## config.mk

```make
export PLATFORM = sky130hd
export DESIGN_NAME = vec_issue_seq_flat
export DESIGN_NICKNAME = d
export VERILOG_FILES = /design/src/rtl/vec_issue_seq_if.sv /design/src/rtl/vec_issue_seq.sv /design/src/flat_wrapper.sv
export SDC_FILE = /design/constraint.sdc
export NUM_CORES = 1
export LEC_CHECK = 0
export CAP_MARGIN = 20
export CORE_MARGIN = 8
export CORE_UTILIZATION = 40
export CTS_CLUSTER_SIZE = 24
export DETAILED_ROUTE_END_ITERATION = 8
export PLACE_DENSITY_LB_ADDON = 0.08
export SLEW_MARGIN = 20
export SYNTH_ARGS = -nofsm -noshare
export SYNTH_HDL_FRONTEND = slang
export SYNTH_SLANG_ARGS = --single-unit
```

## constraint.sdc

```tcl
create_clock -name clk -period 2.47 [get_ports clk]
set_clock_uncertainty 0.1 [all_clocks]
set_input_delay 0.6175 -clock clk [delete_from_list [all_inputs] [get_ports clk]]
set_output_delay 0.6175 -clock clk [all_outputs]
set_load 0.05 [all_outputs]
```

## src/rtl/vec_issue_seq_if.sv

```systemverilog
// Instruction push channel into the vector issue stage.
// Master drives words, slave (issue stage) returns ready.
interface vec_issue_seq_if;
  logic        in_valid;
  logic        in_ready;
  logic [31:0] in_instr;

  modport master (
    output in_valid,
    output in_instr,
    input  in_ready
  );

  modport slave (
    input  in_valid,
    input  in_instr,
    output in_ready
  );
endinterface

```

## src/rtl/vec_issue_seq.sv

```systemverilog
// Vector issue stage: instruction FIFO, vlmul tracking, halt/resume
// and registered control bundle for the vector register file + ALU.
module vec_issue_seq #(
  parameter int DEPTH = 4,
  parameter int CNT_W = 16
) (
  input  logic             clk,
  input  logic             reset,
  vec_issue_seq_if.slave   in_if,
  input  logic             resume,
  output logic [2:0]       vlmul,
  output logic [4:0]       op0_sel,
  output logic [4:0]       op1_sel,
  output logic [4:0]       wb_sel,
  output logic             wb_load,
  output logic [7:0]       alu_imm,
  output logic             alu_op1_sel,
  output logic [1:0]       alu_mode,
  output logic             halted,
  output logic             err,
  output logic [CNT_W-1:0] retired
);

  localparam int AW = $clog2(DEPTH);

  typedef enum logic {
    S_RUN,
    S_HALT
  } state_t;

  state_t r_state;
  state_t w_state_nxt;

  logic [31:0]      r_mem [DEPTH];
  logic [AW:0]      r_wptr;
  logic [AW:0]      r_rptr;
  logic [2:0]       r_vlmul;
  logic [4:0]       r_op0;
  logic [4:0]       r_op1;
  logic [4:0]       r_wbs;
  logic             r_wb_load;
  logic [7:0]       r_imm;
  logic             r_isel;
  logic [1:0]       r_mode;
  logic             r_err;
  logic [CNT_W-1:0] r_retired;

  logic        w_full;
  logic        w_empty;
  logic        w_push;
  logic        w_pop;
  logic [31:0] w_word;
  logic [1:0]  w_cls;
  logic [1:0]  w_mode;
  logic [4:0]  w_vd;
  logic [4:0]  w_vs0;
  logic [4:0]  w_vs1;
  logic [7:0]  w_imm;
  logic [2:0]  w_cfg;
  logic [4:0]  w_mask;
  logic        w_is_vv;
  logic        w_is_vi;
  logic        w_is_cfg;
  logic        w_is_halt;
  logic        w_alu_pop;
  logic        w_misal;
  logic        w_issue;
  logic        w_cfg_pop;
  logic        w_cfg_bad;
  logic        w_unused;

  // Extra pointer bit distinguishes full from empty.
  assign w_full  = (r_wptr[AW] != r_rptr[AW]) &&
                   (r_wptr[AW-1:0] == r_rptr[AW-1:0]);
  assign w_empty = (r_wptr == r_rptr);
  assign w_push  = in_if.in_valid && !w_full;
  assign w_pop   = !w_empty && (r_state == S_RUN);

  assign w_word = r_mem[r_rptr[AW-1:0]];
  assign w_cls  = w_word[31:30];
  assign w_mode = w_word[29:28];
  assign w_vd   = w_word[27:23];
  assign w_vs0  = w_word[22:18];
  assign w_vs1  = w_word[17:13];
  assign w_imm  = w_word[12:5];
  assign w_cfg  = w_word[2:0];
  assign w_unused = ^w_word[4:3];

  always_comb begin
    w_is_vv   = 1'b0;
    w_is_vi   = 1'b0;
    w_is_cfg  = 1'b0;
    w_is_halt = 1'b0;
    unique case (1'b1)
      (w_cls == 2'b00): w_is_vv   = 1'b1;
      (w_cls == 2'b01): w_is_vi   = 1'b1;
      (w_cls == 2'b10): w_is_cfg  = 1'b1;
      (w_cls == 2'b11): w_is_halt = 1'b1;
      default: ;
    endcase
  end

  // vlmul never exceeds 3, so the group mask fits in 5 bits.
  assign w_mask  = (5'd1 << r_vlmul) - 5'd1;
  assign w_misal = (|(w_vd & w_mask)) ||
                   (|(w_vs0 & w_mask)) ||
                   (w_is_vv && |(w_vs1 & w_mask));

  assign w_alu_pop = w_pop && (w_is_vv || w_is_vi);
  assign w_issue   = w_alu_pop && !w_misal;
  assign w_cfg_pop = w_pop && w_is_cfg;
  assign w_cfg_bad = w_cfg_pop && w_cfg[2];

  always_comb begin
    w_state_nxt = r_state;
    unique case (r_state)
      S_RUN:  if (w_pop && w_is_halt) w_state_nxt = S_HALT;
      S_HALT: if (resume)             w_state_nxt = S_RUN;
      default: w_state_nxt = S_RUN;
    endcase
  end

  always_ff @(posedge clk) begin
    if (w_push) r_mem[r_wptr[AW-1:0]] <= in_if.in_instr;
  end

  always_ff @(posedge clk) begin
    if (reset) begin
      r_state   <= S_RUN;
      r_wptr    <= '0;
      r_rptr    <= '0;
      r_vlmul   <= '0;
      r_op0     <= '0;
      r_op1     <= '0;
      r_wbs     <= '0;
      r_wb_load <= 1'b0;
      r_imm     <= '0;
      r_isel    <= 1'b0;
      r_mode    <= '0;
      r_err     <= 1'b0;
      r_retired <= '0;
    end else begin
      r_state   <= w_state_nxt;
      r_wb_load <= w_issue;
      r_retired <= r_retired + CNT_W'(r_wb_load);
      if (w_push) r_wptr <= r_wptr + 1'b1;
      if (w_pop)  r_rptr <= r_rptr + 1'b1;
      if ((w_alu_pop && w_misal) || w_cfg_bad) r_err <= 1'b1;
      if (w_cfg_pop && !w_cfg[2]) r_vlmul <= w_cfg;
      if (w_issue) begin
        r_op0  <= w_vs0;
        r_wbs  <= w_vd;
        r_mode <= w_mode;
        r_isel <= w_is_vi;
        if (w_is_vv) r_op1 <= w_vs1;
        if (w_is_vi) r_imm <= w_imm;
      end
    end
  end

  assign in_if.in_ready = !w_full;
  assign vlmul       = r_vlmul;
  assign op0_sel     = r_op0;
  assign op1_sel     = r_op1;
  assign wb_sel      = r_wbs;
  assign wb_load     = r_wb_load;
  assign alu_imm     = r_imm;
  assign alu_op1_sel = r_isel;
  assign alu_mode    = r_mode;
  assign halted      = (r_state == S_HALT);
  assign err         = r_err;
  assign retired     = r_retired;

endmodule
```

## src/flat_wrapper.sv

```systemverilog
// flat-port wrapper written by rule: the top's interface ports become plain ports
module vec_issue_seq_flat 
#(
  parameter int DEPTH = 4,
  parameter int CNT_W = 16
)
  (clk, reset, resume, vlmul, op0_sel, op1_sel, wb_sel, wb_load, alu_imm, alu_op1_sel, alu_mode, halted, err, retired, in_if_in_valid, in_if_in_instr, in_if_in_ready);
  vec_issue_seq_if in_if_i ();
  input  logic clk;
  input  logic reset;
  input  logic resume;
  output logic [2:0] vlmul;
  output logic [4:0] op0_sel;
  output logic [4:0] op1_sel;
  output logic [4:0] wb_sel;
  output logic wb_load;
  output logic [7:0] alu_imm;
  output logic alu_op1_sel;
  output logic [1:0] alu_mode;
  output logic halted;
  output logic err;
  output logic [CNT_W-1:0] retired;
  input wire logic [$bits(in_if_i.in_valid)-1:0] in_if_in_valid;
  input wire logic [$bits(in_if_i.in_instr)-1:0] in_if_in_instr;
  output wire logic [$bits(in_if_i.in_ready)-1:0] in_if_in_ready;
  assign in_if_i.in_valid = in_if_in_valid;
  assign in_if_i.in_instr = in_if_in_instr;
  assign in_if_in_ready = in_if_i.in_ready;
  vec_issue_seq #(.DEPTH(DEPTH), .CNT_W(CNT_W)) u_core (.clk(clk), .reset(reset), .in_if(in_if_i), .resume(resume), .vlmul(vlmul), .op0_sel(op0_sel), .op1_sel(op1_sel), .wb_sel(wb_sel), .wb_load(wb_load), .alu_imm(alu_imm), .alu_op1_sel(alu_op1_sel), .alu_mode(alu_mode), .halted(halted), .err(err), .retired(retired));
endmodule
```

# == Word-level counts from Yosys, hierarchy flattened ==
# Memory sizes are Yosys's and may differ from the RTL's. A register that Yosys moved wholly into a read port is not among the register bits.
# Cells that the tools add are included.
# word_totals
ramBits,128
output_inout_bits,49
memories,1
reg_bits,54
in_bits,36
latch_bits,0
word_cells,65
mem_bits_ro,0
# memory_table
name,words,width,rd,rd_ports_with_merged_regs,wr,line,source
u_core.r_mem,4,32,1,1,1,vec_issue_seq.sv:34,logic [31:0] r_mem [DEPTH];
# classes
n_div,0
bitwise,4
multipliers,0
mux,11
n_addsub,4
n_shift,1
eq_ne,6
n_reduce_logical,25
magnitude_cmp,0
# op_table
op,count
$add 16x1->16,1
$and 5x5->5,3
$reduce_or 5->1,3
$logic_and 1x1->1,11
$mux 1,8
$add 3x1->3 const B,2
$shl 1x3->5 const A,1
$sub 5x1->5 const B,1
$eq 2x2->1 const B,2
$logic_not 1->1,4
$logic_or 1x1->1,4
$mux 2,2
$reduce_and 2->1,2
$eq 3x3->1,1
$eq 2x1->1 const B,1
$eq 2x2->1,1
$logic_not 2->1,1
$pmux 1 s2,1
$ne 1x1->1,1
$not 1->1,1

# == Depth between registers and ports, before layout ==
# Gate-level depths: netlist (run 1).
# depth
word_depth,9
depth_mapped,8

# == Least setup slack after synthesis (run 1) ==
# Ideal clock, no wire load.
# synth_path
kind,register to register
from,reg (tool-made name)
to,reg u_core.r_op0[0] (netlist: u_core.op0_sel[0])
setup_ns,0.072
n_path_buf,3
arrival_time_ns,2.307
path_slack_ns,-0.008
synth_period_minus_slack_ns,2.478
path_stages_with_launch,9
t_required_ns,2.298
cell_sequence,dfxtp_1 > buf_6 > buf_12 > mux4_1 > a221oi_1 > nor4_2 > nor4_2 > buf_4 > mux2i_1
# synth_rtl
item,line,source
end signal: assignment,vec_issue_seq.sv:151,r_op0 <= w_vs0;
end: declaration,vec_issue_seq.sv:38,logic [4:0] r_op0;

==> flow_metrics.tcl, run 1 <==
set metrics [dict create \
    status "complete, but fails checks" \
    violations "setup timing" \
    rrSetupSlack_ps -100 \
    cp_num_buf_inv 1 \
    fin_crit_sh 1.04 \
    first_pass_iters 4 \
    drt-wirelength-per-cell_um 18.8 \
    fin_util 0.531 \
    root_buffer "clkbuf_16" \
    async_reset_ff_frac 0 \
    critPathKind "reg -> reg" \
    clkTransAtPathRegs_ps 60 \
    regArea_um2 4730 \
    whs_path_depth 2 \
    synthDistinctLibCells 50 \
    hpwl_um 10400 \
    hp-start "u_core.op0_sel[0]" \
    setup_viol 13 \
    place_area_um2 8400 \
    rsz0062_at_grt "yes" \
    synth_ff_type "edfxtp_1" \
    drt-initial-drc-count 180 \
    cts_hold_buf 0 \
    cp-end-kind "flop" \
    synth_edf_count 120 \
    htree_levels 4 \
    clk_path_buf_depth 2 \
    r2r_cells 6 \
    crit_required_ps 2680 \
    critical_path.endpoint "u_core.alu_mode[0]" \
    die_h_um 148 \
    min_path_type "reg -> reg" \
    final_max_slew_viol_count 0 \
    ys_warn_count 0 \
    num-fill-cells 1464 \
    powerDensity_nw_per_um2 1090 \
    grt_overflow_total 0 \
    antenna_found_initial 0 \
    crit_fanout 6 \
    max_slew.worst_pin.slew_ps 715 \
    cp_top_family "multiplexers" \
    area_growth_pct 30.5 \
    numCtsBuffers 17 \
    slew_headroom 0.519 \
    fp.dieW_um 148 \
    setup_ws_ps -101 \
    syn_area_um2 6980 \
    finalHoldWorstSlack_ps 374 \
    wl_um 15000 \
    worstSkewPairLatency_ps 420 \
    p_leak_uw 0.00313 \
    start_util 0.407 \
    synth_nets 476 \
    peakVddDrop_v 0.000604 \
    final_cell_mix "120 x edfxtp_1, 77 x clkdlybuf4s50_1, 55 x dfxtp_1, 39 x buf_4, 33 x nand2b_1" \
    drive_gt1_frac 0.216 \
    cpPeakStageDelay_ps 570 \
    multi_input_area_um2 2170 \
    fmax_ghz 0.389 \
    synth_cells 433 \
    grt_pass1_vias 4249 \
    synth-seq-cells 176 \
    io-pin-count 85 \
    drc 0 \
    finalHoldViolations 0 \
    startpoint_type "flop" \
    cts_tree "yes" \
    cp_slowest_cell "or4_4" \
    final.min_clock_period_ps 2570 \
    track_usage 0.140 \
    clkSinkCount 176 \
    nets 605 \
    portBuffers 82 \
    routed_via_density 5.03 \
    ant_nets 0 \
    vias 4021 \
    final_common_cell "edfxtp_1" \
    cp.arrival_ps 2790 \
    cp.depth 6 \
    avgSynthCellArea_um2 16.1 \
    grt_max_degree 34 \
    num_rows 48 \
    reg2reg_to "u_core.alu_mode[0]" \
    grt_pass1_wl_um 23500 \
    final_area_um2 9110 \
    drv_cap 0 \
    die_area_um2 21900 \
    path_cells "buf_12 -> mux4_2 -> o21a_1 -> o31a_1 -> or4_4 -> mux2i_1" \
    num_antenna_cells 0 \
    core_area_um2 17200 \
    gp_congestion 0.782 \
    ys_seq_area_frac 0.677 \
]
-- kinds of logic (layout without fill, tap and decap cells) --
kind of cell    Yosys count  after routing  share of synthesized area
compound gates           41             41                     0.0380
mux                      53             53                      0.134
simple gates            111            111                     0.0959
xor+xnor                 19             19                     0.0238
fa+ha+maj                 7              7                     0.0125
flops                   176            176                      0.677
buf+inv                  26            168                     0.0195
-- metal layers --
metal | vias up | wire (µm) | global-route usage
met4 | 0 | 246 | 0.0566
met5 | - | 0 | 0
met2 | 83 | 7380 | 0.232
met3 | 18 | 660 | 0.0331
li1 | 1922 | - | -
met1 | 1998 | 6730 | 0.174
-- worst min path at each step --
| stage | to | slack (ps) |
|---|---|---|
| 3_5_place_dp | u_core.alu_imm[6] | 360 |
| 4_1_cts | u_core.alu_imm[6] | 370 |
| 6_report | u_core.op0_sel[0] | 370 |
| 3_3_place_gp | u_core.op0_sel[0] | 360 |
| 5_1_grt | u_core.alu_imm[0] | 390 |
| 2_1_floorplan | flop | 430 |
-- worst register-to-register path, stage by stage, from the launching register on --
cell     delay (ps)
dfxtp_4         380
buf_12          120
mux4_2          560
o21a_1          240
o31a_1          350
or4_4           570
mux2i_1         140
-- flip-flops by register name, indices dropped and copies added (netlist names), named ones only --
register and flops:
u_core.err 1, u_core.vlmul 3, u_core.alu_mode 2, u_core.op0_sel 5, u_core.r_mem 120, u_core.wb_sel 5, u_core.r_rptr 3, u_core.halted 1
u_core.alu_imm 8, u_core.wb_load 1, u_core.op1_sel 5, u_core.alu_op1_sel 1, u_core.retired 16, u_core.r_wptr 3
-- report_power, final --
part	switching [µW]	leakage (µW)	internal (µW)	total, µW
clock	1120	0.000300	1690	2800
combinational	1930	0.00127	1550	3480
sequential	179	0.00156	3500	3680
-- area by class of cell --
cell class                 count  share of cell area
clock buffer                  21              0.0516
clock inverter                11              0.0166
timing repair buffer         130               0.141
tap                          225              0.0309
multi-input combinational    231               0.238
sequential                   176               0.519
inverter                       6             0.00247
-- synth_stat cells, drive strengths merged (3+ instances only) --
cell type,instances,area (µm²)
mux4,30,702
nor2,25,93.8
nand4,9,56.3
o21ai,3,15.0
clkbuf,12,45.0
edfxtp,120,3600
nand2b,33,206
ha,7,87.6
a21oi,14,70.1
nor4,5,58.8
nand3,9,45.0
dfxtp,56,1120
and3,3,18.8
nand2,5,18.8
buf,8,68.8
o22ai,4,25.0
and2,6,37.5
mux2i,22,220
o31ai,9,67.6
xnor2,11,96.3
xor2,8,70.1
inv,6,22.5
or3,3,18.8
-- metrics by stage --
step	total power (µW)	std cells	setup slack, ps	setup TNS, ps
floorplan	5830	433	13.5	0
global placement	7080	764	-64.4	-227
detailed placement	7110	764	-85.0	-483
CTS	9950	797	-68.7	-353
global route	10400	800	-143	-1910
finish	9970	800	-101	-498
-- timing repair --
item / CTS / global route
endpoints found under the setup margin: 16 / 28
gates resized for setup: 4 / 15
cloned: 0 / 1
setup buffers: 1 / 2
pin swaps: 1 / 1
Power figures use the tool's default switching activity.
==> inputs of run 2 (changes only) <==
--- a/config.mk
+++ b/config.mk
@@ -5,7 +5,7 @@
 export SDC_FILE = /design/constraint.sdc
 export NUM_CORES = 1
 export LEC_CHECK = 0
-export CAP_MARGIN = 20
+export CAP_MARGIN = 5
 export CORE_MARGIN = 8
 export CORE_UTILIZATION = 40
 export CTS_CLUSTER_SIZE = 24
==> results of run 2 <==
The final DEF is identical to that of run 1; final timing and power are the same.
